===== src/rtl/csel_adder_pipe.sv =====
// Pipelined carry-select adder/subtractor: one register stage per BLK-bit block.
// Latency NBLK cycles; a stalled output (out_valid & !out_ready) freezes the whole pipe.
module csel_adder_pipe #(
  parameter int WIDTH = 16,
  parameter int BLK   = 4
) (
  input  logic             in_clk,
  input  logic             in_rst_n,
  input  logic [WIDTH-1:0] in_A,
  input  logic [WIDTH-1:0] in_B,
  input  logic             in_C,
  input  logic             in_sub,
  input  logic             in_valid,
  output logic             in_ready,
  output logic [WIDTH-1:0] out_S,
  output logic             out_C,
  output logic             out_V,
  output logic             out_valid,
  input  logic             out_ready
);

  localparam int NBLK = WIDTH / BLK;

  logic             adv;
  logic [WIDTH-1:0] beff;
  logic             cin;

  logic [NBLK-1:0]  vld_q, vld_n;
  logic [NBLK-1:0]  cy_q, cy_n;
  logic [NBLK-1:0]  ovf_q, ovf_n;
  logic [WIDTH-1:0] sum_q [NBLK];
  logic [WIDTH-1:0] sum_n [NBLK];
  logic [WIDTH-1:0] a_q   [NBLK];
  logic [WIDTH-1:0] a_n   [NBLK];
  logic [WIDTH-1:0] b_q   [NBLK];
  logic [WIDTH-1:0] b_n   [NBLK];

  assign adv = !vld_q[NBLK-1] | out_ready;

  always_comb begin
    logic [WIDTH-1:0] a_src, b_src, s_src;
    logic             c_src;
    logic [BLK:0]     r0, r1, r;
    int               p;
    beff  = in_sub ? ~in_B : in_B;
    cin   = in_sub | in_C;
    vld_n = '0;
    cy_n  = '0;
    ovf_n = '0;
    for (int k = 0; k < NBLK; k++) begin
      p = (k == 0) ? 0 : k - 1;
      if (k == 0) begin
        a_src    = in_A;
        b_src    = beff;
        s_src    = '0;
        c_src    = cin;
        vld_n[k] = in_valid;
      end else begin
        a_src    = a_q[p];
        b_src    = b_q[p];
        s_src    = sum_q[p];
        c_src    = cy_q[p];
        vld_n[k] = vld_q[p];
      end
      // Both carry hypotheses are formed up front; the previous block's carry only steers the mux.
      r0 = {1'b0, a_src[k*BLK +: BLK]} + {1'b0, b_src[k*BLK +: BLK]};
      r1 = r0 + (BLK+1)'(1);
      r  = c_src ? r1 : r0;
      sum_n[k]                = s_src;
      sum_n[k][k*BLK +: BLK]  = r[BLK-1:0];
      cy_n[k]                 = r[BLK];
      // Carry into the block MSB recovered as a ^ b ^ s at that bit.
      ovf_n[k] = r[BLK] ^ a_src[k*BLK+BLK-1] ^ b_src[k*BLK+BLK-1] ^ r[BLK-1];
      a_n[k]   = a_src;
      b_n[k]   = b_src;
    end
  end

  always_ff @(posedge in_clk or negedge in_rst_n) begin
    if (!in_rst_n) begin
      vld_q <= '0;
      cy_q  <= '0;
      ovf_q <= '0;
      for (int k = 0; k < NBLK; k++) begin
        sum_q[k] <= '0;
        a_q[k]   <= '0;
        b_q[k]   <= '0;
      end
    end else if (adv) begin
      vld_q <= vld_n;
      cy_q  <= cy_n;
      ovf_q <= ovf_n;
      for (int k = 0; k < NBLK; k++) begin
        sum_q[k] <= sum_n[k];
        a_q[k]   <= a_n[k];
        b_q[k]   <= b_n[k];
      end
    end
  end

  assign in_ready  = adv;
  assign out_S     = sum_q[NBLK-1];
  assign out_C     = cy_q[NBLK-1];
  assign out_V     = ovf_q[NBLK-1];
  assign out_valid = vld_q[NBLK-1];

endmodule


===== config.mk =====
export PLATFORM = sky130hd
export DESIGN_NAME = csel_adder_pipe
export DESIGN_NICKNAME = d
export VERILOG_FILES = /design/src/rtl/csel_adder_pipe.sv
export SDC_FILE = /design/constraint.sdc
export NUM_CORES = 1
export LEC_CHECK = 0
export ABC_AREA = 1
export CAP_MARGIN = 40
export CORE_MARGIN = 3
export CORE_UTILIZATION = 50
export DETAILED_ROUTE_END_ITERATION = 7
export GPL_ROUTABILITY_DRIVEN = 0
export PLACE_DENSITY_LB_ADDON = 0.08
export SYNTH_ARGS = -nofsm -noshare
export SYNTH_HDL_FRONTEND = slang
export SYNTH_SLANG_ARGS = --single-unit
export TNS_END_PERCENT = 30

===== constraint.sdc =====
create_clock -name in_clk -period 2.04 [get_ports in_clk]
set_input_delay 0.408 -clock in_clk [delete_from_list [all_inputs] [get_ports in_clk]]
set_output_delay 0.408 -clock in_clk [all_outputs]
set_load 0.02 [all_outputs]

==> results by stage, run 1 <==
Outcome:
- The flow ran to the end, and the final reports show no timing, DRC or antenna violations.

Global route:
- The first global-routing pass estimated 14.9 mm of wire.
- Across every metal layer, demand over resource in global routing totals 0.176.
- Entering global routing, the biggest net connects 98 pins.
- The number of antenna violations at the first check in global routing is 0.
- The total grt overflow is 0.
- The via count of the first global-routing pass was 3385.

Clocking:
- Hold repair after CTS inserted 0 buffers.
- The buffer cell driving the clock tree root is sky130_fd_sc_hd__clkbuf_8.
- The TritonCTS clock tree is done.
- No sink is reached through more buffers than the 2 on the longest clock path.
- The clock sink total is 97.
- The clock slew seen by the registers of the worst setup and hold paths is 100 ps.
- CTS built an H-tree with a depth of 3.
- The later-pin clock latency in the skew report is 350 ps.
- The number of CTS-inserted buffers is 9.

Synth:
- When the netlist entered floorplanning its net count stood at 612.
- By instance count, the leading cell after synthesis is sky130_fd_sc_hd__nand2_1.
- The mean cell area of the mapped netlist is 8.56 sq um.
- For this run, the leading register cell type out of synthesis is sky130_fd_sc_hd__dfrtp_1.
- In the synthesized netlist the async set-or-reset flop fraction comes to 1.00.
- The synthesized netlist occupies a cell area of 4710 sq um.
- The post-synthesis cell count is 550.
- The part of the Yosys area used for sequential elements is 0.515.
- The cell accounting for the most synthesized area is sky130_fd_sc_hd__dfrtp_1.
- The number of warnings reported in the yosys synthesis log is 0.
- The synthesized design contains 97 register bits.
- Sorting the synthesized cells by area gives the leading types as sky130_fd_sc_hd__dfrtp_1 52%, sky130_fd_sc_hd__nand2_1 16%, sky130_fd_sc_hd__o21ai_0 5.4%.
- Of the post-synthesis cell area, the dominant cell type holds 0.515.
- Counting flops with a built-in enable in the synthesized netlist gives 0.
- The commonest cells after synthesis are 201 x sky130_fd_sc_hd__nand2_1, 97 x sky130_fd_sc_hd__dfrtp_1, 51 x sky130_fd_sc_hd__inv_1, 51 x sky130_fd_sc_hd__o21ai_0, 26 x sky130_fd_sc_hd__nand3_1.
- After synthesis, the netlist uses 31 different library cells.

Placement:
- The detailed placement HPWL is 6.06 mm.
- The post-placement cell area is 5470 sq um.
- Input and output buffers added on the ports amount to 57.

Routing:
- The post-detailed-route DRC marker count is 0.
- The number of nets with antenna violations after routing is 0.
- The wire length reported by the detailed router is 8.76 mm.
- The number of search-and-repair iterations in the first detailed-routing pass is 4.
- The via count of the routed design is 3614.
- In the routed layout, each cell is associated on average with a via count of 4.90.
- After detailed routing, the average wire length per cell comes to 11.9 um.
- In this run, the number of DRC markers left after iteration 0 of detailed routing was 128.

Die:
- The number of placement rows is 34.
- The die height is 103 um.
- For this configuration, the core starts out at a cell density of 0.527.
- From left edge to right edge, the die measures 103 um.
- The region available for standard cell placement spans 8930 sq um.
- 58 I/O pins were placed.
- The die covers 10600 sq um.

STA:
- Measured against its own limit, the worst slew margin works out to 0.670.
- For the pin with the worst max-slew slack, the measured transition is 496 ps.
- The final hold violation count is 0.
- The setup skew after layout is 8.98 ps.
- Based on the critical path, the design can be clocked at up to 0.491 GHz.
- Setup repair after global routing could not meet its margin everywhere.
- The final critical delay including setup and external delays is 2040 ps.
- The final-report setup violation count is 0.
- Of the available clock period, the critical path in the final layout requires 0.999.
- The max-slew violation count is 0.

Worst setup path:
- STA classifies the critical path endpoint as a register.
- The data required time of the critical path is 2290 ps.
- The worst setup path is launched from a register.
- The critical path in this run is classified as register to register.
- Data on the critical path arrives at its endpoint at 2280 ps.
- The maximum net fanout on the critical path is 3.

Finish:
- After filler insertion, the fill cell instance count of the layout stands at 775.
- The count of antenna diodes in the layout is 0.
- From synthesis to final layout, the design area changed by 23.1%.
- The ratio of cells with drive above 1 in the final layout is 0.116.
- The final core utilization is 0.649.
- The final-stage net count is 686.
- The finished cells cover 5800 sq um.

Min path:
- The worst hold path class is primary input to async pin.

Pwr:
- For this design the ratio of total power to cell area is 1510 nW/um^2.
- The leakage power figure is 2.88 nW.
- The worst voltage drop across the vdd grid is 0.600 mV.

Run:
- Across the run, the number of max-cap violations was 0.
-- final cells by class --
cell class	count	area (sq um)	share of cell area
clock buffers	9	124	0.0214
clock inverters	7	70.1	0.0121
multi-input cells	379	2030	0.350
flip-flops and latches	97	2430	0.419
repair buffers	85	820	0.141
inverters	52	195	0.0337
well taps	108	135	0.0233
-- worst max-delay path, cell delays in order (launching register included) --
cell,delay (ps)
sky130_fd_sc_hd__dfrtp_1,400
sky130_fd_sc_hd__ha_2,200
sky130_fd_sc_hd__fa_1,570
sky130_fd_sc_hd__ha_2,200
sky130_fd_sc_hd__nand2_2,70
sky130_fd_sc_hd__nor2_4,130
sky130_fd_sc_hd__nand3_1,90
sky130_fd_sc_hd__nand2_2,70
sky130_fd_sc_hd__nand3_1,90
sky130_fd_sc_hd__o21a_1,110
-- cell families (layout without fill, tap and decap cells) --
kind of cell | Yosys count | count (layout) | synth area share
XOR/XNOR | 20 | 20 | 0.0372
buffers and inverters | 74 | 153 | 0.0640
AND/OR/NAND/NOR | 258 | 258 | 0.225
flip-flops | 97 | 97 | 0.515
adder cells (fa/ha/maj) | 24 | 24 | 0.0701
AO/OA/AOI/OAI | 77 | 77 | 0.0879
-- placed cells by master (no fill, tap or decap), types with 3 or more instances in the layout --
cell	Yosys	layout
sky130_fd_sc_hd__xor2_1	7	6
sky130_fd_sc_hd__nand2_1	201	199
sky130_fd_sc_hd__clkdlybuf4s50_1	0	53
sky130_fd_sc_hd__nor2_1	12	11
sky130_fd_sc_hd__nand3_2	4	4
sky130_fd_sc_hd__xnor2_1	13	13
sky130_fd_sc_hd__fa_1	4	4
sky130_fd_sc_hd__o21ai_0	51	49
sky130_fd_sc_hd__nand2_2	3	5
sky130_fd_sc_hd__a21oi_1	12	12
sky130_fd_sc_hd__dfrtp_1	97	97
sky130_fd_sc_hd__buf_4	2	25
sky130_fd_sc_hd__clkinv_2	0	3
sky130_fd_sc_hd__inv_2	1	4
sky130_fd_sc_hd__buf_12	0	3
sky130_fd_sc_hd__clkbuf_8	0	9
sky130_fd_sc_hd__inv_1	51	48
sky130_fd_sc_hd__o21bai_1	6	6
sky130_fd_sc_hd__o21ai_1	1	3
sky130_fd_sc_hd__ha_2	0	5
sky130_fd_sc_hd__nand3_1	26	26
sky130_fd_sc_hd__ha_1	20	15
-- repair_timing --
| action | in CTS | in global routing |
|---|---|---|
| hold endpoints to repair | 0 | 0 |
| buffers inserted | 1 | 11 |
| pin swaps | 1 | 20 |
| gates cloned | 0 | 0 |
| resized for setup | 4 | 18 |
| setup endpoints to repair | 6 | 10 |
-- stage by stage --
step | cells | TNS [ps] | total power [W] | hold slack [ps] | setup WS [ps]
finish | 737 | 0 | 0.00875 | 91.7 | 1.46
global route | 737 | -559 | 0.00959 | 129 | -121
CTS | 726 | -19.0 | 0.00859 | 110 | -15.8
detailed placement | 709 | -2020 | 0.00731 | 452 | -563
global placement | 709 | -1750 | 0.00714 | 452 | -496
floorplan | 550 | -144 | 0.00597 | 112 | -128
-- sequential cells by signal (all words and copies together), names as in the netlist --
name / cells
b_n: 24
cy_q: 4
sum_n: 24
a_n: 24
ovf_q: 1
vld_q: 4
out_S: 16
-- path summary, 6_finish.rpt --
kind                       slack, ps  cells after the start  endpoint     start
max                                1                      9   cy_q[3]   b_n[12]
min                               90                      2  out_S[2]  in_rst_n
max reg2reg                        1                      9   cy_q[3]   b_n[12]
min reg2reg                      470                      2   b_n[27]   b_n[43]
max in group asynchronous       1570                      2   b_n[44]  in_rst_n
min in group in_clk              470                      2   b_n[27]   b_n[43]
-- metal layers --
metal  track usage  part of all wire
met5             0                 0
met3        0.0284             0.034
met2         0.291              0.47
met4        0.0568             0.013
met1         0.238              0.48
-- where the power goes --
group | switching [W] | internal (W) | total, W
Clock | 0.000656 | 0.000567 | 0.00122
Combinational | 0.00240 | 0.00189 | 0.00429
Sequential | 0.000453 | 0.00278 | 0.00324
Total | 0.00351 | 0.00524 | 0.00875
Note: power is estimated with default switching activity, not from simulation.
==> inputs of run 2 (changes only) <==
- SLEW_MARGIN: unset -> 10
==> results of run 2 <==
The final DEF is identical to that of run 1; final timing and power are the same.
